--- src/rtl/crack_scheduler.sv ---
// crack_scheduler: splits the leading-character keyspace into chunks, hands one
// chunk per cycle to the lowest idle cracker engine, collects done/found and
// aborts the pool on the first hit.
// Optional watchdog: define CRACK_TIMEOUT_EN to build the per-job cycle limit.
module crack_scheduler #(
    parameter int unsigned NUM_ENGINES    = 4,
    parameter int unsigned RANGE_W        = 6,
    parameter int unsigned KEYSPACE       = 36,
    parameter int unsigned CHUNK          = 8,
    parameter int unsigned TIMEOUT_CYCLES = 4096
) (
    input  logic                           clk,
    input  logic                           rst,
    input  logic                           start,
    input  logic [15:0]                    password_in,
    output logic                           busy,
    output logic                           done,
    output logic                           found,
    output logic [2:0]                     found_engine,
    output logic [RANGE_W-1:0]             found_from,
    output logic                           timeout,
    output logic [15:0]                    eng_password,
    output logic [NUM_ENGINES-1:0]         eng_start,
    output logic [NUM_ENGINES*RANGE_W-1:0] eng_from,
    output logic [NUM_ENGINES*RANGE_W-1:0] eng_to,
    output logic [NUM_ENGINES-1:0]         eng_abort,
    input  logic [NUM_ENGINES-1:0]         eng_done,
    input  logic [NUM_ENGINES-1:0]         eng_found
);

    // One extra bit so next_from can step past the last symbol without wrapping.
    localparam int unsigned   NW         = RANGE_W + 1;
    localparam logic [NW-1:0] LAST_IDX   = NW'(KEYSPACE - 1);
    localparam logic [NW-1:0] CHUNK_INC  = NW'(CHUNK);
    localparam logic [NW-1:0] CHUNK_SPAN = NW'(CHUNK - 1);

    if (NUM_ENGINES == 0 || NUM_ENGINES > 8 || CHUNK == 0 || CHUNK > KEYSPACE ||
        KEYSPACE > (1 << RANGE_W) || TIMEOUT_CYCLES == 0 || TIMEOUT_CYCLES > 65535)
    begin : g_param_check
        $error("crack_scheduler: parameter out of range");
    end

    typedef enum logic [1:0] {StIdle, StDispatch, StWait, StFinish} state_t;

    state_t                 state;
    logic [NUM_ENGINES-1:0] eng_busy;
    logic [NW-1:0]          next_from;
    logic                   hit_seen;

    logic [NUM_ENGINES-1:0] sel_onehot;
    logic                   sel_valid;
    logic [NUM_ENGINES-1:0] hit_onehot;
    logic                   hit_valid;
    logic [2:0]             hit_idx;
    logic [RANGE_W-1:0]     hit_from;
    logic [NUM_ENGINES-1:0] busy_after_done;
    logic [NW-1:0]          next_adv;
    logic [NW-1:0]          chunk_last;
    logic                   expired;

    // Lowest idle engine, lowest-index winner and bounds of the next chunk.
    always_comb begin
        sel_onehot = '0;
        sel_valid  = 1'b0;
        hit_onehot = '0;
        hit_valid  = 1'b0;
        hit_idx    = '0;
        hit_from   = '0;
        // Descending scan so the lowest index is the one left standing.
        for (int i = int'(NUM_ENGINES) - 1; i >= 0; i--) begin
            if (!eng_busy[i]) begin
                sel_valid     = 1'b1;
                sel_onehot    = '0;
                sel_onehot[i] = 1'b1;
            end
            if (eng_busy[i] && eng_done[i] && eng_found[i]) begin
                hit_valid     = 1'b1;
                hit_onehot    = '0;
                hit_onehot[i] = 1'b1;
                hit_idx       = 3'(i);
                hit_from      = eng_from[i*RANGE_W +: RANGE_W];
            end
        end
        busy_after_done = eng_busy & ~eng_done;
        next_adv        = next_from + CHUNK_INC;
        chunk_last      = next_from + CHUNK_SPAN;
        if (chunk_last > LAST_IDX) chunk_last = LAST_IDX;
    end

`ifdef CRACK_TIMEOUT_EN
    logic [15:0] tmo_cnt;

    assign expired = (tmo_cnt + 16'd1) == 16'(TIMEOUT_CYCLES);

    // Watchdog: cleared on an accepted start, counts every busy cycle.
    always_ff @(posedge clk) begin
        if (rst) begin
            tmo_cnt <= '0;
        end else if (state == StIdle && start) begin
            tmo_cnt <= '0;
        end else if (busy) begin
            tmo_cnt <= tmo_cnt + 16'd1;
        end
    end
`else
    assign expired = 1'b0;
`endif

    // Job sequencer with registered outputs.
    always_ff @(posedge clk) begin
        if (rst) begin
            state        <= StIdle;
            busy         <= 1'b0;
            done         <= 1'b0;
            found        <= 1'b0;
            found_engine <= '0;
            found_from   <= '0;
            timeout      <= 1'b0;
            eng_password <= '0;
            eng_start    <= '0;
            eng_from     <= '0;
            eng_to       <= '0;
            eng_abort    <= '0;
            eng_busy     <= '0;
            next_from    <= '0;
            hit_seen     <= 1'b0;
        end else begin
            eng_start <= '0;
            eng_abort <= '0;
            unique case (state)
                StIdle: begin
                    if (start) begin
                        eng_password <= password_in;
                        done         <= 1'b0;
                        found        <= 1'b0;
                        timeout      <= 1'b0;
                        hit_seen     <= 1'b0;
                        next_from    <= '0;
                        busy         <= 1'b1;
                        state        <= StDispatch;
                    end
                end
                StDispatch, StWait: begin
                    if (hit_valid) begin
                        // A hit beats a same-cycle watchdog expiry.
                        found_engine <= hit_idx;
                        found_from   <= hit_from;
                        eng_abort    <= eng_busy & ~hit_onehot;
                        eng_busy     <= '0;
                        hit_seen     <= 1'b1;
                        state        <= StFinish;
                    end else if (expired) begin
                        eng_abort <= eng_busy;
                        eng_busy  <= '0;
                        timeout   <= 1'b1;
                        state     <= StFinish;
                    end else if (state == StDispatch) begin
                        if (sel_valid && next_from <= LAST_IDX) begin
                            for (int i = 0; i < int'(NUM_ENGINES); i++) begin
                                if (sel_onehot[i]) begin
                                    eng_from[i*RANGE_W +: RANGE_W] <= next_from[RANGE_W-1:0];
                                    eng_to[i*RANGE_W +: RANGE_W]   <= chunk_last[RANGE_W-1:0];
                                end
                            end
                            eng_start <= sel_onehot;
                            eng_busy  <= busy_after_done | sel_onehot;
                            next_from <= next_adv;
                            if (next_adv > LAST_IDX) state <= StWait;
                        end else begin
                            eng_busy <= busy_after_done;
                            if (next_from > LAST_IDX) state <= StWait;
                        end
                    end else begin
                        eng_busy <= busy_after_done;
                        if (eng_busy == '0) state <= StFinish;
                    end
                end
                StFinish: begin
                    done  <= 1'b1;
                    busy  <= 1'b0;
                    found <= hit_seen;
                    state <= StIdle;
                end
                default: state <= StIdle;
            endcase
        end
    end

endmodule

--- config.mk ---
export PLATFORM = sky130hd
export DESIGN_NAME = crack_scheduler
export DESIGN_NICKNAME = d
export VERILOG_FILES = /design/src/rtl/crack_scheduler.sv
export SDC_FILE = /design/constraint.sdc
export NUM_CORES = 1
export LEC_CHECK = 0
export BUFFER_PORTS_ARGS = -buffer_cell sky130_fd_sc_hd__buf_4
export CORE_ASPECT_RATIO = 0.7
export CORE_UTILIZATION = 44
export CTS_BUF_LIST = sky130_fd_sc_hd__clkbuf_4 sky130_fd_sc_hd__clkbuf_8 sky130_fd_sc_hd__clkbuf_16
export CTS_CLUSTER_SIZE = 30
export DETAILED_ROUTE_END_ITERATION = 12
export PLACE_DENSITY = 0.74
export SLEW_MARGIN = 15
export SYNTH_ARGS = -nofsm -noshare
export SYNTH_HDL_FRONTEND = slang
export SYNTH_SLANG_ARGS = --single-unit
--- constraint.sdc ---
create_clock -name clk -period 3.32 [get_ports clk]
set_input_delay 0.664 -clock clk [delete_from_list [all_inputs] [get_ports clk]]
set_output_delay 0.664 -clock clk [all_outputs]
set_load 0.02 [all_outputs]
==> out/qor_table.md, run 1 <==
| Parameter | Reported | Unit |
|:---|:---|:---|
| Antenna violation net count after detailed routing | 0 | - |
| Async SR Flop Fraction | 0 | % |
| Clock Tree Root | sky130_fd_sc_hd__clkbuf_8 | - |
| Cells after Synth | 379 | - |
| Top FF cell, synth | sky130_fd_sc_hd__dfxtp_1 | - |
| Placeable core area | 0.00729 | sq mm |
| Clock slew seen by the registers of the worst setup and hold paths | 0.08 | ns |
| Commonest cells post-synth | sky130_fd_sc_hd__dfxtp_1 (80), sky130_fd_sc_hd__nand2_1 (53), sky130_fd_sc_hd__nor2_1 (45) | - |
| # hold bufs at CTS | 0 | - |
| Reg area | 0.00160 | sq mm |
| Sequential area share after synthesis | 48.3 | % |
| Largest voltage drop on the vdd net | 0.243 | mV |
| Deepest clock path buffer count | 2 | - |
| Number of enable-type register cells in the synthesized netlist | 0 | - |
| H-tree Lvls | 3 | - |
| TritonCTS clock tree | built | - |
| DRC viols | 0 | - |
| Beginning of the worst register-to-register path | state[0] | - |
| Cell Rows | 26 | - |
| Min-delay worst type | flop to flop | - |
| Die height | 74.7 | um |
| Portion of the clock cycle consumed by the worst path in the final layout | 88.2 | % |
| Final estimated routing congestion in global placement | 0.860 | - |
| Setup repair after global routing missed its margin | false | - |
| Slew Viols, Final | 0 | - |
| Total leakage power | 1.90 | nW |
| Maximum operating frequency | 341 | MHz |
| Critical path launch point type | flop | - |
| Wire length per cell | 14.5 | um |
| Post-layout nets | 501 | - |
| Post-cts sizing count | 0 | - |
| Utilization after layout | 58.2 | % |
| Slowest stage cell on the critical path | sky130_fd_sc_hd__or4_4 | - |
| Mean instance size in the synthesized netlist | 8.76 | sq um |
| Overall global routing resource usage | 20.7 | % |
| Setup Total Neg Slack | 0 | ns |
| Top-area cell type share of the netlist area | 48.3 | % |
| Total detailed-routing wirelength | 8.28 | mm |
| DPL Wire Length | 5.93 | mm |
| Crit Path Category | flop to flop | - |
| Worst slew margin relative to its limit | 51.5 | % |
| Count of warnings emitted by yosys | 0 | - |
| Final number of hold-violating endpoints | 0 | - |
| Layout overhead on the synthesized area | 27.9 | % |
| Number of placed I/O pins | 112 | - |
| Number of library cell types mapped by synthesis | 48 | - |
| Share of layout cells above drive strength 1 | 27.0 | % |
| Number of DRC violations after detailed-routing iteration 0 | 208 | - |
| Pwr Density | 642 | mW/mm^2 |
| Wire length of the first global-routing pass | 12.6 | mm |
| Largest fanout on the critical path | 15 | - |
| Starting density of the core | 45.5 | % |
| Number of sinks driven by the clock tree | 80 | - |
| Initial antenna violation count | 0 | - |
| Data required time at the worst endpoint | 3.54 | ns |
| Vias in the first global route | 2489 | - |
| Max stage delay on crit path | 0.68 | ns |
| Post-layout minimum cycle time | 2.93 | ns |
| DIE WIDTH | 106 | um |
| Worst path cell trace | inv_1, ha_1, inv_2, or4_1, or4_4, mux2i_1, nor2_1 | - |
| # setup viols final | 0 | - |
| Largest area contributor in the synthesized netlist | sky130_fd_sc_hd__dfxtp_1 | - |
| Worst reg-to-reg setup slack | 0.39 | ns |
| Worst endpoint data arrival time | 3.15 | ns |
| Hold Path Depth | 2 | - |
| Die Outline Area | 0.00790 | sq mm |
| Fillers | 677 | - |
| R2r worst-path depth | 7 | - |
| Most frequently used cell type in the post-synthesis netlist | sky130_fd_sc_hd__dfxtp_1 | - |
| Number of I/O port buffers | 97 | - |
| Launching element of the worst setup path | state[0] | - |
| Routed vias/inst | 5.22 | - |
| Post-CTS setup repair buffer count | 0 | - |
| Via total after detailed routing | 2970 | - |
| Overflow after GRT | 0 | - |
| Clock network latency to the later pin of the worst-skew pair | 0.35 | ns |
| Worst Tran Pin Value | 0.727 | ns |
| Cells taking the most area after synthesis | sky130_fd_sc_hd__dfxtp_1 (48%), sky130_fd_sc_hd__mux2i_1 (6.6%), sky130_fd_sc_hd__nand2_1 (6.0%) | - |
| Endpoint class of the critical path | flop | - |
| Post-synthesis instance area | 0.00332 | sq mm |
| Launch instance of the worst min-delay path | eng_to[18] | - |
| Number of maximum-capacitance constraint violations | 0 | - |
| Antenna diode count | 0 | - |
| Result of the run | completed | - |
| Flop and latch count out of synthesis | 80 | - |
| Area occupied by multi-input gates | 0.00151 | sq mm |
| Setup clock skew after layout | 0.00699 | ns |
| Pin count of the biggest net entering global routing | 72 | - |
| Clock buffers created by TritonCTS | 9 | - |
| Number of detailed-route iterations in the first pass | 5 | - |
[critical path: cells and delay by family, from the launching register on]
family	cells	cell delay, ns
and+or+nand+nor	3	1.40
adders and majority gates	1	0.59
DFF	1	0.40
buffers and inverters	2	0.20
muxes	1	0.20
[cell families after synthesis]
group / share of synthesized area, %
simple gates: 19.1
compound gates: 14.1
fa+ha+maj: 3.02
other cells: 0.113
flops: 48.3
mux: 7.32
buf+inv: 8.07
[power by group]
| part | internal [mW] | switching, mW |
|---|---|---|
| Clock | 0.357 | 0.375 |
| Combinational | 0.321 | 0.529 |
| Sequential | 1.05 | 0.0885 |
[placed cells by master (no fill, tap or decap), types with 3 or more instances in the layout]
master	n
sky130_fd_sc_hd__buf_4	102
sky130_fd_sc_hd__dfxtp_1	80
sky130_fd_sc_hd__nand2_1	53
sky130_fd_sc_hd__nor2_1	45
sky130_fd_sc_hd__a21oi_1	38
sky130_fd_sc_hd__mux2i_1	22
sky130_fd_sc_hd__conb_1	14
sky130_fd_sc_hd__inv_1	10
sky130_fd_sc_hd__o21ai_0	9
sky130_fd_sc_hd__clkbuf_8	9
sky130_fd_sc_hd__ha_1	8
sky130_fd_sc_hd__o21a_1	6
sky130_fd_sc_hd__nand3_1	5
sky130_fd_sc_hd__and3_1	5
sky130_fd_sc_hd__or3_1	5
sky130_fd_sc_hd__nor4_1	4
sky130_fd_sc_hd__a221oi_1	4
sky130_fd_sc_hd__nor2b_1	3
sky130_fd_sc_hd__nand4_1	3
sky130_fd_sc_hd__nand2b_1	3
sky130_fd_sc_hd__nor3_1	3
sky130_fd_sc_hd__and2_1	3
sky130_fd_sc_hd__o22ai_1	3
sky130_fd_sc_hd__inv_6	3
[flip-flops by register name (all words and copies together) (netlist names), 4 cells and up]
name and cells:
eng_abort 4, eng_password 16, eng_from 12, eng_busy 4, next_from 4, eng_to 24, eng_start 4, found_from 4
[worst paths after layout]
path / endpoint
worst max-delay path: eng_from[23]
worst min-delay path: eng_to[18]
worst min register to register: eng_to[18]
worst max register to register: eng_from[23]
[per-layer routing]
layer / GRT usage [%] / share of wire, % / vias up
met5: 0 / 0 / -
met4: 5.09 / 0.47 / 0
met3: 5.97 / 8.0 / 4
met2: 29.0 / 45 / 125
met1: 31.0 / 46 / 1402
li1: - / - / 1439
[cell type report]
class                      count  share of cell area (%)
sequential                    80                    37.7
multi-input combinational    262                    35.6
timing repair buffer         102                    18.0
clock buffer                   9                    2.92
tap                           98                    2.89
clock inverter                 7                    1.86
inverter                      11                   0.973
[per-stage QoR]
stage	cell area [sq um]	power, mW	setup slack (ns)	hold WS (ns)	cells
2_1_floorplan	3370	1.76	0.874	0.471	392
3_5_place_dp	4040	2.00	0.435	0.441	553
5_1_grt	4240	2.89	0.228	0.475	569
4_1_cts	4240	2.74	0.429	0.455	569
6_report	4240	2.73	0.390	0.452	569
3_3_place_gp	4040	1.98	0.562	0.443	553
(Power assumes the default switching activity.)
==> run 2: changes to the inputs <==
==> constraint.sdc (replaced) <==
create_clock -name clk -period 3.3 [get_ports clk]
set_input_delay 0.66 -clock clk [delete_from_list [all_inputs] [get_ports clk]]
set_output_delay 0.66 -clock clk [all_outputs]
set_load 0.02 [all_outputs]
==> out/qor_table.md, run 2 (synthesized netlist as in run 1, its figures left out) <==
| Parameter | Reported | Unit | vs previous |
|:---|:---|:---|:---|
| Die height | 74.7 | um | unchanged |
| Placeable core area | 0.00729 | sq mm | unchanged |
| Slowest stage cell on the critical path | sky130_fd_sc_hd__or4_4 | - | unchanged |
| Cell Rows | 26 | - | unchanged |
| Total detailed-routing wirelength | 8.13 | mm | was 8.28 mm |
| Post-layout nets | 501 | - | unchanged |
| Final estimated routing congestion in global placement | 0.837 | - | was 0.860 |
| # setup viols final | 0 | - | unchanged |
| Wire length per cell | 14.3 | um | was 14.5 um |
| Utilization after layout | 58.2 | % | about the same |
| Post-cts sizing count | 0 | - | unchanged |
| Endpoint class of the critical path | flop | - | unchanged |
| Antenna diode count | 0 | - | unchanged |
| Slew Viols, Final | 0 | - | unchanged |
| H-tree Lvls | 3 | - | unchanged |
| Worst slew margin relative to its limit | 51.2 | % | was 51.5% |
| Total leakage power | 1.89 | nW | was 1.90 nW |
| Pwr Density | 645 | mW/mm^2 | was 642 mW/mm^2 |
| Largest fanout on the critical path | 15 | - | unchanged |
| Worst endpoint data arrival time | 3.17 | ns | was 3.15 ns |
| Number of I/O port buffers | 97 | - | unchanged |
| Die Outline Area | 0.00790 | sq mm | unchanged |
| Total power | 2.74 | mW | was 2.73 mW |
| Clock buffers created by TritonCTS | 9 | - | unchanged |
| Min-delay worst type | flop to flop | - | unchanged |
| Number of sinks driven by the clock tree | 80 | - | unchanged |
| Most frequent standard cell in the layout excluding fill and tap cells | sky130_fd_sc_hd__buf_4 | - | unchanged |
| DRC viols | 0 | - | unchanged |
| Share of layout cells above drive strength 1 | 27.0 | % | unchanged |
| Via total after detailed routing | 2932 | - | was 2970 |
| Overall global routing resource usage | 20.0 | % | was 20.7% |
| Reg area | 0.00160 | sq mm | unchanged |
| Antenna violation net count after detailed routing | 0 | - | unchanged |
| Crit Path Category | flop to flop | - | unchanged |
| Overflow after GRT | 0 | - | unchanged |
| Final critical-path setup slack | 0.354 | ns | was 0.390 ns |
| Data required time at the worst endpoint | 3.53 | ns | was 3.54 ns |
| Wire length of the first global-routing pass | 12.0 | mm | was 12.6 mm |
| Setup Total Neg Slack | 0 | ns | unchanged |
| Post-layout minimum cycle time | 2.95 | ns | was 2.93 ns |
| Pin count of the biggest net entering global routing | 72 | - | unchanged |
| Routed vias/inst | 5.15 | - | was 5.22 |
| Maximum operating frequency | 339 | MHz | was 341 MHz |
| # hold bufs at CTS | 0 | - | unchanged |
| Hold Path Depth | 2 | - | unchanged |
| Clock slew seen by the registers of the worst setup and hold paths | 0.08 | ns | about the same |
| Biggest registers after layout | eng_to (24), eng_password (16), eng_from (12) | - | unchanged |
| Setup clock skew after layout | 0.00941 | ns | was 0.00699 ns |
| Number of placed I/O pins | 112 | - | unchanged |
| Flip-flop count of the largest register, all copies and words added | 24 | - | unchanged |
| Clock network latency to the later pin of the worst-skew pair | 0.36 | ns | was 0.35 ns |
| Vias in the first global route | 2426 | - | was 2489 |
| Worst path cell trace | inv_1, ha_1, inv_2, or4_1, or4_4, mux2i_1, nor2_1 | - | unchanged |
| Fillers | 670 | - | was 677 |
| TritonCTS clock tree | built | - | unchanged |
| Worst Tran Pin Value | 0.732 | ns | was 0.727 ns |
| Register with the most flip-flops | eng_to | - | unchanged |
| Deepest clock path buffer count | 2 | - | unchanged |
| Number of maximum-capacitance constraint violations | 0 | - | unchanged |
| Starting density of the core | 45.5 | % | unchanged |
| DP Worst Slack | 0.376 | ns | was 0.435 ns |
| DIE WIDTH | 106 | um | unchanged |
| Setup repair after global routing missed its margin | false | - | unchanged |
| Number of DRC violations after detailed-routing iteration 0 | 177 | - | was 208 |
| Number of detailed-route iterations in the first pass | 4 | - | was 5 |
| R2r worst-path depth | 7 | - | unchanged |
| Clock Tree Root | sky130_fd_sc_hd__clkbuf_8 | - | unchanged |
| Initial antenna violation count | 0 | - | unchanged |
| Final number of hold-violating endpoints | 0 | - | unchanged |
| Portion of the clock cycle consumed by the worst path in the final layout | 89.3 | % | was 88.2% |
| Post-CTS setup repair buffer count | 0 | - | unchanged |
| Largest voltage drop on the vdd net | 0.252 | mV | was 0.243 mV |
| Max stage delay on crit path | 0.68 | ns | about the same |
| Result of the run | completed | - | unchanged |
| Critical path launch point type | flop | - | unchanged |
| DPL Wire Length | 5.80 | mm | was 5.93 mm |
| Area occupied by multi-input gates | 0.00151 | sq mm | unchanged |
| Layout overhead on the synthesized area | 27.8 | % | was 27.9% |
| Highest-count cells in the layout ignoring fill and taps | sky130_fd_sc_hd__buf_4 (102), sky130_fd_sc_hd__dfxtp_1 (80), sky130_fd_sc_hd__nand2_1 (53) | - | unchanged |
==> run 2: cell types whose count changed in the layout (fill, tap and decap cells not counted), sizes merged <==
cell,change
clkbuf,+1
clkinv,-3
clkinvlp,+4
inv,-2
==> run 2: routing by layer <==
metal	vias up	wire [um]	GRT usage, %
li1	1442	-	-
met1	1393	3910	28.0
met2	86	3580	28.5
met3	11	510	6.41
met4	0	124	8.49
met5	-	0	0
==> run 2: report_power, final <==
| group | switching [mW] | internal, mW | total [mW] |
|---|---|---|---|
| Clock | 0.372 | 0.360 | 0.732 |
| Combinational | 0.533 | 0.323 | 0.856 |
| Sequential | 0.0864 | 1.06 | 1.15 |
| Total | 0.992 | 1.74 | 2.74 |
==> run 2: path summary, 6_finish.rpt <==
path / start / end / slack, ns
max: state[0] / eng_from[21] / 0.35
max reg2reg: state[0] / eng_from[21] / 0.35
min: eng_password[11] / eng_password[11] / 0.46
min reg2reg: eng_password[11] / eng_password[11] / 0.46
==> run 2: per-stage QoR <==
step | hold slack (ns) | cell area [sq um] | instances
after global routing | 0.483 | 4240 | 569
after CTS | 0.460 | 4240 | 569
after global placement | 0.443 | 4040 | 553
final | 0.456 | 4240 | 569
after floorplan | 0.471 | 3370 | 392
after detailed placement | 0.448 | 4040 | 553
==> run 2: area by class of cell <==
type / count / share of cell area, %
clock inverters: 6 / 1.62
inverters: 11 / 0.974
repair buffers: 102 / 18.1
well taps: 98 / 2.89
multi-input cells: 262 / 35.6
clock buffers: 10 / 3.10
flip-flops and latches: 80 / 37.8
==> run 2: critical path: cells and delay by family (launching register included) <==
family                   cells  cell delay (ns)
adder cells (fa/ha/maj)      1             0.58
buffers and inverters        2             0.20
flip-flops                   1             0.39
AND/OR/NAND/NOR              3             1.40
multiplexers                 1             0.21
